===== config.mk =====
export PLATFORM = sky130hd
export DESIGN_NAME = zb_ppdu_framer
export DESIGN_NICKNAME = d
export VERILOG_FILES = /design/src/rtl/zb_ppdu_framer.sv
export SDC_FILE = /design/constraint.sdc
export NUM_CORES = 1
export LEC_CHECK = 0
export ABC_AREA = 1
export BUFFER_PORTS_ARGS = -buffer_cell sky130_fd_sc_hd__buf_4
export CORE_ASPECT_RATIO = 2
export CORE_MARGIN = 2
export CORE_UTILIZATION = 45
export CTS_BUF_LIST = sky130_fd_sc_hd__clkbuf_4 sky130_fd_sc_hd__clkbuf_8
export CTS_CLUSTER_SIZE = 8
export DETAILED_ROUTE_END_ITERATION = 6
export PLACE_DENSITY = 0.7
export SLEW_MARGIN = 10
export SYNTH_ARGS = -nofsm -noshare
export SYNTH_HDL_FRONTEND = slang
export SYNTH_SLANG_ARGS = --single-unit

===== constraint.sdc =====
create_clock -name inClock -period 3.2 [get_ports inClock]
set_clock_uncertainty 0.05 [all_clocks]
set_input_delay 0.16 -clock inClock [delete_from_list [all_inputs] [get_ports inClock]]
set_output_delay 0.16 -clock inClock [all_outputs]
set_load 0.02 [all_outputs]

===== src/rtl/zb_ppdu_framer.sv =====
// zb_ppdu_framer: builds an IEEE 802.15.4 PPDU (preamble, SFD, PHR, payload[, FCS]) as 4-bit nibbles for inFIFO.
// Latency: first preamble nibble is written the cycle after an accepted inStart; one nibble per cycle when unstalled.
// Backpressure: inFull blocks the write in the same cycle and freezes state/counters; a starved byte source stalls PAYLOAD.
// Optional FCS: define ZB_FRAMER_FCS_EN to append a CRC-16 ITU-T FCS (inLength then counts the two FCS bytes).
module zb_ppdu_framer #(
  parameter int         PREAMBLE_NIBBLES = 8,
  parameter logic [7:0] SFD_BYTE         = 8'hA7,
  parameter int         MAX_LEN          = 127
) (
  input  logic       inClock,
  input  logic       inReset,
  input  logic       inStart,
  input  logic [6:0] inLength,
  input  logic [7:0] inByte,
  input  logic       inByteValid,
  output logic       outByteReady,
  input  logic       inFull,
  output logic [3:0] outData,
  output logic       outWriteEnable,
  output logic       outBusy,
  output logic       outDone,
  output logic       outError
);

  // Nibble counter must cover the preamble and the four FCS nibbles.
  localparam int         NCW       = (PREAMBLE_NIBBLES > 4) ? $clog2(PREAMBLE_NIBBLES) : 2;
  localparam logic [NCW-1:0] PRE_LAST  = NCW'(PREAMBLE_NIBBLES - 1);
  localparam logic [7:0] MAX_LEN_W = 8'(MAX_LEN);

  typedef enum logic [2:0] {
    IDLE,
    PREAMBLE,
    SFD,
    PHR,
    PAYLOAD,
`ifdef ZB_FRAMER_FCS_EN
    FCS,
`endif
    DONE
  } state_t;

  state_t         state;
  logic [6:0]     lenReg;
  logic [6:0]     payloadLen;
  logic [6:0]     byteCnt;
  logic [NCW-1:0] nibCnt;
  logic [7:0]     holdByte;
  logic           haveByte;
  logic           pending;
  logic [3:0]     nibble;
  logic           acceptByte;
  logic           lengthLegal;

`ifdef ZB_FRAMER_FCS_EN
  logic [15:0] crcReg;
  logic [15:0] crcNext;

  // Reflected CRC-16 ITU-T (0x1021 reversed = 0x8408) stepped over one byte, LSB first.
  always_comb begin
    crcNext = crcReg;
    for (int i = 0; i < 8; i++) begin
      if (crcNext[0] ^ inByte[i]) crcNext = (crcNext >> 1) ^ 16'h8408;
      else                        crcNext = crcNext >> 1;
    end
  end

  assign payloadLen  = lenReg - 7'd2;
  assign lengthLegal = (inLength >= 7'd2) && ({1'b0, inLength} <= MAX_LEN_W);
`else
  assign payloadLen  = lenReg;
  assign lengthLegal = (inLength != 7'd0) && ({1'b0, inLength} <= MAX_LEN_W);
`endif

  // Byte handshake is independent of inFull; the holding register decouples source from FIFO.
  assign outByteReady = (state == PAYLOAD) && !haveByte && (byteCnt < payloadLen);
  assign acceptByte   = outByteReady && inByteValid;

  // Select the nibble owed in the current state; low nibble of every byte goes first.
  always_comb begin
    pending = 1'b0;
    nibble  = 4'h0;
    case (state)
      PREAMBLE: pending = 1'b1;
      SFD: begin
        pending = 1'b1;
        nibble  = nibCnt[0] ? SFD_BYTE[7:4] : SFD_BYTE[3:0];
      end
      PHR: begin
        pending = 1'b1;
        nibble  = nibCnt[0] ? {1'b0, lenReg[6:4]} : lenReg[3:0];
      end
      PAYLOAD: begin
        pending = haveByte;
        nibble  = nibCnt[0] ? holdByte[7:4] : holdByte[3:0];
      end
`ifdef ZB_FRAMER_FCS_EN
      FCS: begin
        pending = 1'b1;
        case (nibCnt[1:0])
          2'd0:    nibble = crcReg[3:0];
          2'd1:    nibble = crcReg[7:4];
          2'd2:    nibble = crcReg[11:8];
          default: nibble = crcReg[15:12];
        endcase
      end
`endif
      default: ;
    endcase
  end

  // Strobe is a decode of registered state gated by inFull, so a full FIFO blocks the very cycle it is seen.
  assign outWriteEnable = pending && !inFull;
  assign outData        = pending ? nibble : 4'h0;

  // Frame sequencer: advances only on a completed nibble write, captures payload bytes on handshake.
  always_ff @(posedge inClock or posedge inReset) begin
    if (inReset) begin
      state    <= IDLE;
      lenReg   <= '0;
      byteCnt  <= '0;
      nibCnt   <= '0;
      holdByte <= '0;
      haveByte <= 1'b0;
      outBusy  <= 1'b0;
      outDone  <= 1'b0;
      outError <= 1'b0;
`ifdef ZB_FRAMER_FCS_EN
      crcReg   <= '0;
`endif
    end else begin
      outDone  <= 1'b0;
      outError <= 1'b0;
      if (acceptByte) begin
        holdByte <= inByte;
        haveByte <= 1'b1;
        byteCnt  <= byteCnt + 7'd1;
`ifdef ZB_FRAMER_FCS_EN
        crcReg   <= crcNext;
`endif
      end
      case (state)
        IDLE: begin
          if (inStart) begin
            if (lengthLegal) begin
              lenReg   <= inLength;
              byteCnt  <= '0;
              nibCnt   <= '0;
              haveByte <= 1'b0;
`ifdef ZB_FRAMER_FCS_EN
              crcReg   <= '0;
`endif
              outBusy  <= 1'b1;
              state    <= PREAMBLE;
            end else begin
              outError <= 1'b1;
            end
          end
        end
        PREAMBLE: begin
          if (outWriteEnable) begin
            if (nibCnt == PRE_LAST) begin
              nibCnt <= '0;
              state  <= SFD;
            end else begin
              nibCnt <= nibCnt + NCW'(1);
            end
          end
        end
        SFD: begin
          if (outWriteEnable) begin
            if (nibCnt[0]) begin
              nibCnt <= '0;
              state  <= PHR;
            end else begin
              nibCnt <= NCW'(1);
            end
          end
        end
        PHR: begin
          if (outWriteEnable) begin
            if (nibCnt[0]) begin
              nibCnt <= '0;
`ifdef ZB_FRAMER_FCS_EN
              // A length of 2 carries only the FCS.
              if (payloadLen == 7'd0) state <= FCS;
              else                    state <= PAYLOAD;
`else
              state  <= PAYLOAD;
`endif
            end else begin
              nibCnt <= NCW'(1);
            end
          end
        end
        PAYLOAD: begin
          if (outWriteEnable) begin
            if (nibCnt[0]) begin
              nibCnt   <= '0;
              haveByte <= 1'b0;
              if (byteCnt == payloadLen) begin
`ifdef ZB_FRAMER_FCS_EN
                state   <= FCS;
`else
                state   <= DONE;
                outBusy <= 1'b0;
                outDone <= 1'b1;
`endif
              end
            end else begin
              nibCnt <= NCW'(1);
            end
          end
        end
`ifdef ZB_FRAMER_FCS_EN
        FCS: begin
          if (outWriteEnable) begin
            if (nibCnt[1:0] == 2'd3) begin
              nibCnt  <= '0;
              state   <= DONE;
              outBusy <= 1'b0;
              outDone <= 1'b1;
            end else begin
              nibCnt <= nibCnt + NCW'(1);
            end
          end
        end
`endif
        DONE:    state <= IDLE;
        default: state <= IDLE;
      endcase
    end
  end

endmodule


* Word-level counts from Yosys, hierarchy flattened *
Index checks and enable logic that the tools add are counted.

cells by class
  $add $sub $neg = 2
  $lt $le $gt $ge = 1
  equal/unequal tests = 18
  multiplexer cells = 48
  reductions and logical operators = 16

operators with widths
  kind                                                                      number
  3-bit 2-to-1 mux                                                          16
  7-bit 2-to-1 mux                                                          4
  2-bit inequality test (second input constant)                             10
  1-bit 2-to-1 mux                                                          18
  4-bit 2-to-1 mux                                                          4
  3-bit one-hot mux with 5 select lines                                     1
  4-bit one-hot mux with 3 select lines                                     1
  11-bit AND reduction                                                      1
  3-bit one-hot mux with 3 select lines                                     1
  7-bit by 1-bit adder with 7-bit output (second input constant)            1
  7-bit == test                                                             1
  7-bit < comparator                                                        1
  7-bit nonzero test                                                        1
  3-bit by 2-bit == test with 1-bit output (second input constant)          2
  3-bit == test (second input constant)                                     2
  1-bit one-hot mux with 2 select lines                                     3
  6-bit AND reduction                                                       1
  3-bit OR reduction                                                        2
  5-bit AND reduction                                                       1
  1-bit logical AND                                                         4
  2-bit by 1-bit inequality test with 1-bit output (second input constant)  2
  3-bit by 1-bit adder with 3-bit output (second input constant)            1
  3-bit by 1-bit == test with 1-bit output (second input constant)          1
  3-bit zero test                                                           1
  other kinds (4)                                                           5

word-level totals
  bits in registers = 32
  input bits = 20
  output and inout port bits = 9
  logic and storage cells = 94

* Logic depth before layout (Yosys ltp) *
Gate-level depths: netlist of run 1.

  word-level depth = 8
  mapped depth = 11
  depth with buffers taken out = 11

* Least setup slack after synthesis of run 1 *
Ideal clock, no wire load.

  path kind = flip-flop to flip-flop
  from = reg byteCnt[2]
  to = reg byteCnt[0]
  setup time = 77 ps
  arrival = 1605 ps
  required time = 3073 ps
  setup slack = 1467 ps
  stages on the path, launching flop included = 9
  path buffers = 0
  period minus slack after synthesis = 1733 ps
  cells stage by stage = dfrtp_1 -> ha_1 -> a21oi_1 -> nand2_1 -> nand2_1 -> inv_1 -> nor2_4 -> nand3_1 -> a21oi_1

between the ends
  cells in the longest elaborated chain, start to end = 7

ends and longest elaborated chain
  item                    line  source
  from (decl)             45    logic [6:0] byteCnt;
  from (signal assigned)  136   byteCnt <= byteCnt + 7'd1;
  7-bit < comparator *    75    assign outByteReady = (state == PAYLOAD) && !haveByte && (byteCnt < payloadLen);
  1-bit logical AND *     75
  named net outByteReady  16    output logic outByteReady,
  1-bit logical AND *     76    assign acceptByte = outByteReady && inByteValid;
  7-bit 2-to-1 mux *      133   if (acceptByte) begin
  7-bit 2-to-1 mux        144   if (lengthLegal) begin
  7-bit 2-to-1 mux        143   if (inStart) begin
  7-bit 2-to-1 mux *      141   case (state)

The timed path passes the listed nets; every way through them passes the cells marked *.
A chain may end at the register's enable or synchronous reset.

* Final worst setup path of run 1 *
  from = reg byteCnt[2]
  to = out outByteReady

between the ends
  cells in the longest elaborated chain, start to end = 2

ends and longest elaborated chain
  item                line
  7-bit < comparator  75
  1-bit logical AND   75
  to (decl)           16

No other way between the ends.

==> impl_metrics.tcl, run 1 <==
set metrics [dict create \
    fin_ws_ps 1050 \
    die_w_um 52.7 \
    yosysWarnings 0 \
    period_share 0.672 \
    cts_tree "yes" \
    maxCapViolations 0 \
    synthCells 295 \
    synthToLayoutAreaGrowth_pct 15.8 \
    synth_common_cells "nand2_1 (101), inv_1 (39), dfrtp_1 (32), nor2_1 (32), nand3_1 (20)" \
    min_path_type "in2reg" \
    synth_area_mm2 0.00213 \
    slowest_delay_ps 410 \
    top_usage_layer "met2" \
    viasPerCell 5.08 \
    ant_nets 0 \
    n_fill_cell 471 \
    insertion_delay_ps 280 \
    wl_per_cell_um 12.8 \
    hold_viol_final 0 \
    drt_iter0_drc 44 \
    gp_congestion 0.842 \
    core_area_mm2 0.00460 \
    use_met1 0.221 \
    setup.worst_path.class "reg2out" \
    diodes 0 \
    first_pass_iters 4 \
    synth_area_leaders "dfrtp_1 (38%), nand2_1 (18%), inv_1 (6.9%)" \
    worstPathMaxFanout 9 \
    drc 0 \
    cp.arrival_ps 1940 \
    cts.clk_slew.worst_paths_ps 60 \
    ctsRootBufferMaster "clkbuf_8" \
    layout-drive-gt1-share 0.166 \
    finalCriticalPeriod_ps 2150 \
    grt_usage 0.207 \
    grt_overflow 0 \
    synth_edf_count 0 \
    port_buffers 28 \
    hpwlAfterDp_um 3900 \
    max_freq_mhz 465 \
    ys_types 31 \
    crit_top_cell "nand2_1" \
    yosysSeqAreaShare 0.376 \
    numClockSinks 32 \
    placed_cells 372 \
    grt_pass1_vias 1890 \
    regArea_um2 801 \
    use_met2 0.391 \
    antenna_found_initial 0 \
    power_leakage_uw 0.00136 \
    worst_pin_slew_ps 622 \
    start_util 0.464 \
    synth_area_per_cell_um2 7.23 \
    final_cells 381 \
    ios 29 \
    grt_util_met3 0.0221 \
    rsz0062_at_grt "false" \
    h-tree-depth 2 \
    rows 35 \
    crit_buf_inv 2 \
    cp_top_family "simple AND/OR/NAND/NOR gates" \
    grt_max_degree 18 \
    ys.flop_type "dfrtp_1" \
    fin_nets 355 \
    vias 1937 \
    pre_cts_ws_ps 1160 \
    worstPathCellList "ha_1, a21oi_1, nand2_1, nand2_1, inv_1, nor2_4, buf_4" \
    syn-num-nets 325 \
    multi_input_area_mm2 0.00110 \
    cp.required_ps 2990 \
    clockBufferDepth 2 \
    ctsResizeCount 0 \
    start_kind "register" \
    irDropWorstVdd_v 0.000416 \
    yosys.area.top_type "dfrtp_1" \
    cp-end-kind "output port" \
    async_reset_ff_frac 1.00 \
    routed_wl_um 4880 \
    post_cts_buffers 0 \
    relSlewSlack 0.585 \
    powerDensity_mw_per_mm2 823 \
    numCtsBuffers 5 \
    status "finished, final reports clean" \
    setup_tns_ps 0 \
    fin_hold_ws_ps 48.6 \
    synth_most_common_cell "nand2_1" \
    netlist.area_leader.share 0.376 \
    die-area_mm2 0.00534 \
    finalSetupViolations 0 \
    die_y_um 101 \
    synth_seq_cells 32 \
    drv_slew 0 \
    slowest_stage "dfrtp_1" \
    grt_pass1_wl_um 8290 \
]
[metrics by stage]
stage,power (uW),instance area [um^2],utilization
3_3_place_gp,1690,2360,0.514
4_1_cts,2050,2470,0.537
6_report,2030,2470,0.537
3_5_place_dp,1710,2360,0.514
2_1_floorplan,1460,2130,-
5_1_grt,2220,2470,0.537
[metal layers]
metal | vias up | share of wire
li1 | 995 | -
met4 | 0 | 0.026
met1 | 894 | 0.38
met5 | - | 0
met2 | 37 | 0.58
met3 | 11 | 0.020
[cell type report]
class	instances	share of cell area
multi-input combinational	213	0.445
sequential	32	0.324
timing repair buffer	30	0.0922
inverter	43	0.0714
clock buffer	8	0.0395
tap	55	0.0279
[report_power, final]
part | internal (uW) | switching (uW)
Combinational | 355 | 650
Sequential | 548 | 143
Clock | 192 | 143
[sequential cells by signal, summed over array words and instances, names as in the netlist]
signal	count
haveByte	1
outError	1
lenReg	7
byteCnt	7
outDone	1
state	3
nibCnt	3
holdByte	8
outBusy	1
[logic make-up after synthesis]
family	Yosys count	share of synthesized area
XOR/XNOR	1	0.00411
adder cells (fa/ha/maj)	10	0.0587
AND/OR/NAND/NOR	173	0.372
buffers and inverters	50	0.109
AO/OA/AOI/OAI	29	0.0804
flip-flops	32	0.376
[cells in the final DEF (no fill, tap or decap), drive strengths merged]
cell type / synthesis / final
nand2: 103 / 103
inv: 43 / 43
nor2: 37 / 37
dfrtp: 32 / 32
buf: 5 / 29
nand3: 21 / 21
o21ai: 14 / 14
a21oi: 11 / 11
nand4: 10 / 10
ha: 10 / 10
clkbuf: 2 / 8
nor3: 1 / 1
o211ai: 1 / 1
xor2: 1 / 1
a22oi: 1 / 1
a31oi: 1 / 1
o221ai: 1 / 1
nor4: 1 / 1
dlygate4sd3: 0 / 1
[worst reg2reg max path, delay by kind of cell, from the launching register on]
| kind | cells | cell delay, ps |
|---|---|---|
| AND/OR/NAND/NOR | 4 | 740 |
| buffers and inverters | 3 | 470 |
| AO/OA/AOI/OAI | 1 | 150 |
| flip-flops | 1 | 520 |
[worst paths after layout]
check                                    end        start  slack [ps]  cells after the start
worst min-delay path               lenReg[1]  inLength[1]          50                      3
max in group asynchronous         byteCnt[1]      inReset        1950                      4
min in group asynchronous          nibCnt[0]      inReset         460                      3
worst min register to register     nibCnt[1]    nibCnt[1]         430                      2
worst max register to register    byteCnt[4]     state[0]        1150                      8
worst max-delay path            outByteReady   byteCnt[2]        1050                      7
[what timing repair did]
item	CTS	global route
endpoints found under the hold margin	15	0
endpoints found under the setup margin	0	0
hold buffers	1	0
No activity file was read; power rests on OpenSTA's default activity.
==> run 2, diff against run 1 <==
--- a/config.mk
+++ b/config.mk
@@ -13,7 +13,7 @@
 export CTS_BUF_LIST = sky130_fd_sc_hd__clkbuf_4 sky130_fd_sc_hd__clkbuf_8
 export CTS_CLUSTER_SIZE = 8
 export DETAILED_ROUTE_END_ITERATION = 6
-export PLACE_DENSITY = 0.7
+export PLACE_DENSITY = 0.72
 export SLEW_MARGIN = 10
 export SYNTH_ARGS = -nofsm -noshare
 export SYNTH_HDL_FRONTEND = slang
==> constraint.sdc (replaced) <==
create_clock -name inClock -period 1.97 [get_ports inClock]
set_clock_uncertainty 0.05 [all_clocks]
set_input_delay 0.0985 -clock inClock [delete_from_list [all_inputs] [get_ports inClock]]
set_output_delay 0.0985 -clock inClock [all_outputs]
set_load 0.02 [all_outputs]
==> impl_metrics.tcl, run 2 (synthesized netlist as in run 1, its figures left out) <==
set metrics [dict create \
    start_util 0.464 \
    max_freq_mhz 534 \
    ios 29 \
    n_fill_cell 451 \
    maxCapViolations 0 \
    power_leakage_uw 0.00146 \
    cp-end-kind "output port" \
    grt_overflow 0 \
    period_share 0.951 \
    largest_reg_flops 8 \
    drt_iter0_drc 57 \
    grt_usage 0.225 \
    multi_input_area_mm2 0.00111 \
    ant_nets 0 \
    status "complete, but fails checks" \
    r2r_setup_slack_ps 170 \
    cp.arrival_ps 1720 \
    slowest_stage "dfrtp_1" \
    cts.clk_slew.worst_paths_ps 70 \
    numCtsBuffers 5 \
    fin_nets 378 \
    drv_slew 0 \
    layout-drive-gt1-share 0.201 \
    worstPathMaxFanout 6 \
    die_y_um 101 \
    grt_pass1_wl_um 8780 \
    rows 35 \
    worst_pin_slew_ps 429 \
    powerDensity_mw_per_mm2 1270 \
    core_area_mm2 0.00460 \
    port_buffers 28 \
    first_pass_iters 4 \
    relSlewSlack 0.714 \
    grt_max_degree 33 \
    wl_per_cell_um 13.2 \
    violations "hold timing" \
    synthToLayoutAreaGrowth_pct 26.0 \
    gp_congestion 0.844 \
    slowest_delay_ps 360 \
    clockBufferDepth 2 \
    viasPerCell 5.15 \
    setup.worst_path.class "reg2out" \
    rsz0062_at_grt "true" \
    cp.required_ps 1820 \
    cts_tree "yes" \
    crit_top_cell "inv_1" \
    h-tree-depth 2 \
    die_w_um 52.7 \
    hold_viol_final 1 \
    diodes 0 \
    worstPathCellList "inv_1, ha_1, a21oi_1, nand2_1, nand2_2, inv_1, nor2_4, buf_4" \
    antenna_found_initial 0 \
    power_uw 3410 \
    die-area_mm2 0.00534 \
    numClockSinks 32 \
    min_path_type "in2reg" \
    final_cell_mix "nand2_1 (100), inv_1 (39), buf_4 (39)" \
    final_common_cell "nand2_1" \
    finalSetupViolations 0 \
    irDropWorstVdd_v 0.000765 \
    top_regs "holdByte: 8 flops, byteCnt: 7 flops, lenReg: 7 flops" \
    hpwlAfterDp_um 3950 \
    fin_hold_ws_ps -0.0132 \
    insertion_delay_ps 290 \
    start_kind "register" \
    vias 2076 \
    routed_wl_um 5330 \
    grt_pass1_vias 1998 \
    top_register "holdByte" \
    drc 0 \
    regArea_um2 803 \
    finalCriticalPeriod_ps 1870 \
    ctsRootBufferMaster "clkbuf_8" \
]
run 2: cell count changes in the layout (fill, tap and decap cells not counted):
cell and delta:
buf_12 +1, buf_4 +10, clkbuf_4 -1, clkbuf_8 -1
clkinv_2 +1, dfrtp_1 -2, dfrtp_2 +2, dlygate4sd3_1 +12
nand2_1 -1, nand2_2 +1, nor2_1 -3, nor2_2 +2
nor2_4 +1
run 2: per-stage QoR:
stage	util	cells	instance area [um^2]	setup WS, ps	setup TNS [ps]
2_1_floorplan	-	295	2130	237	0
3_3_place_gp	0.525	379	2410	172	0
3_5_place_dp	0.525	379	2410	140	0
4_1_cts	0.573	400	2640	84.3	0
5_1_grt	0.584	403	2690	-31.4	-83.0
6_report	0.584	403	2690	97.4	0
run 2: final cells by class:
type	instances	area share
multi-input cells	213	0.415
flip-flops and latches	32	0.299
repair buffers	53	0.165
inverters	43	0.0657
clock buffers	6	0.0284
well taps	55	0.0256
clock inverters	1	0.00186
run 2: worst max-delay path: cells and delay by family (launching register included):
family | cells | cell delay [ps]
fa+ha+maj | 1 | 270
flops | 1 | 360
buf+inv | 3 | 340
simple gates | 3 | 320
compound gates | 1 | 150
run 2: power breakdown:
group | internal (uW) | total (uW) | leakage [uW] | switching, uW
combinational | 671 | 1820 | 0.00101 | 1150
clock | 254 | 501 | 0.0000445 | 247
sequential | 896 | 1080 | 0.000410 | 187
total | 1820 | 3410 | 0.00146 | 1580
run 2: final timing paths:
| check | cells past startpoint | startpoint | end |
|---|---|---|---|
| worst max-delay path | 8 | lenReg[2] | outByteReady |
| min in group asynchronous | 4 | inReset | nibCnt[0] |
| max in group asynchronous | 4 | inReset | state[0] |
| worst max register to register | 11 | lenReg[6] | holdByte[2] |
| worst min register to register | 2 | nibCnt[2] | nibCnt[2] |
| worst min-delay path | 3 | inByte[3] | holdByte[3] |
run 2: metal layers:
metal,GRT usage,vias up,part of all wire
met5,0,-,0
met4,0.134,0,0.046
met3,0.0339,19,0.024
met2,0.419,46,0.56
met1,0.220,973,0.37
li1,-,1038,-
run 2: timing repair:
item                                    CTS  global route
cloned                                    0             0
setup buffers                             1             3
pin swaps                                 1             1
gates resized for setup                   1             6
hold buffers                             13             0
endpoints found under the setup margin    1             6
hold endpoints to repair                 44             0
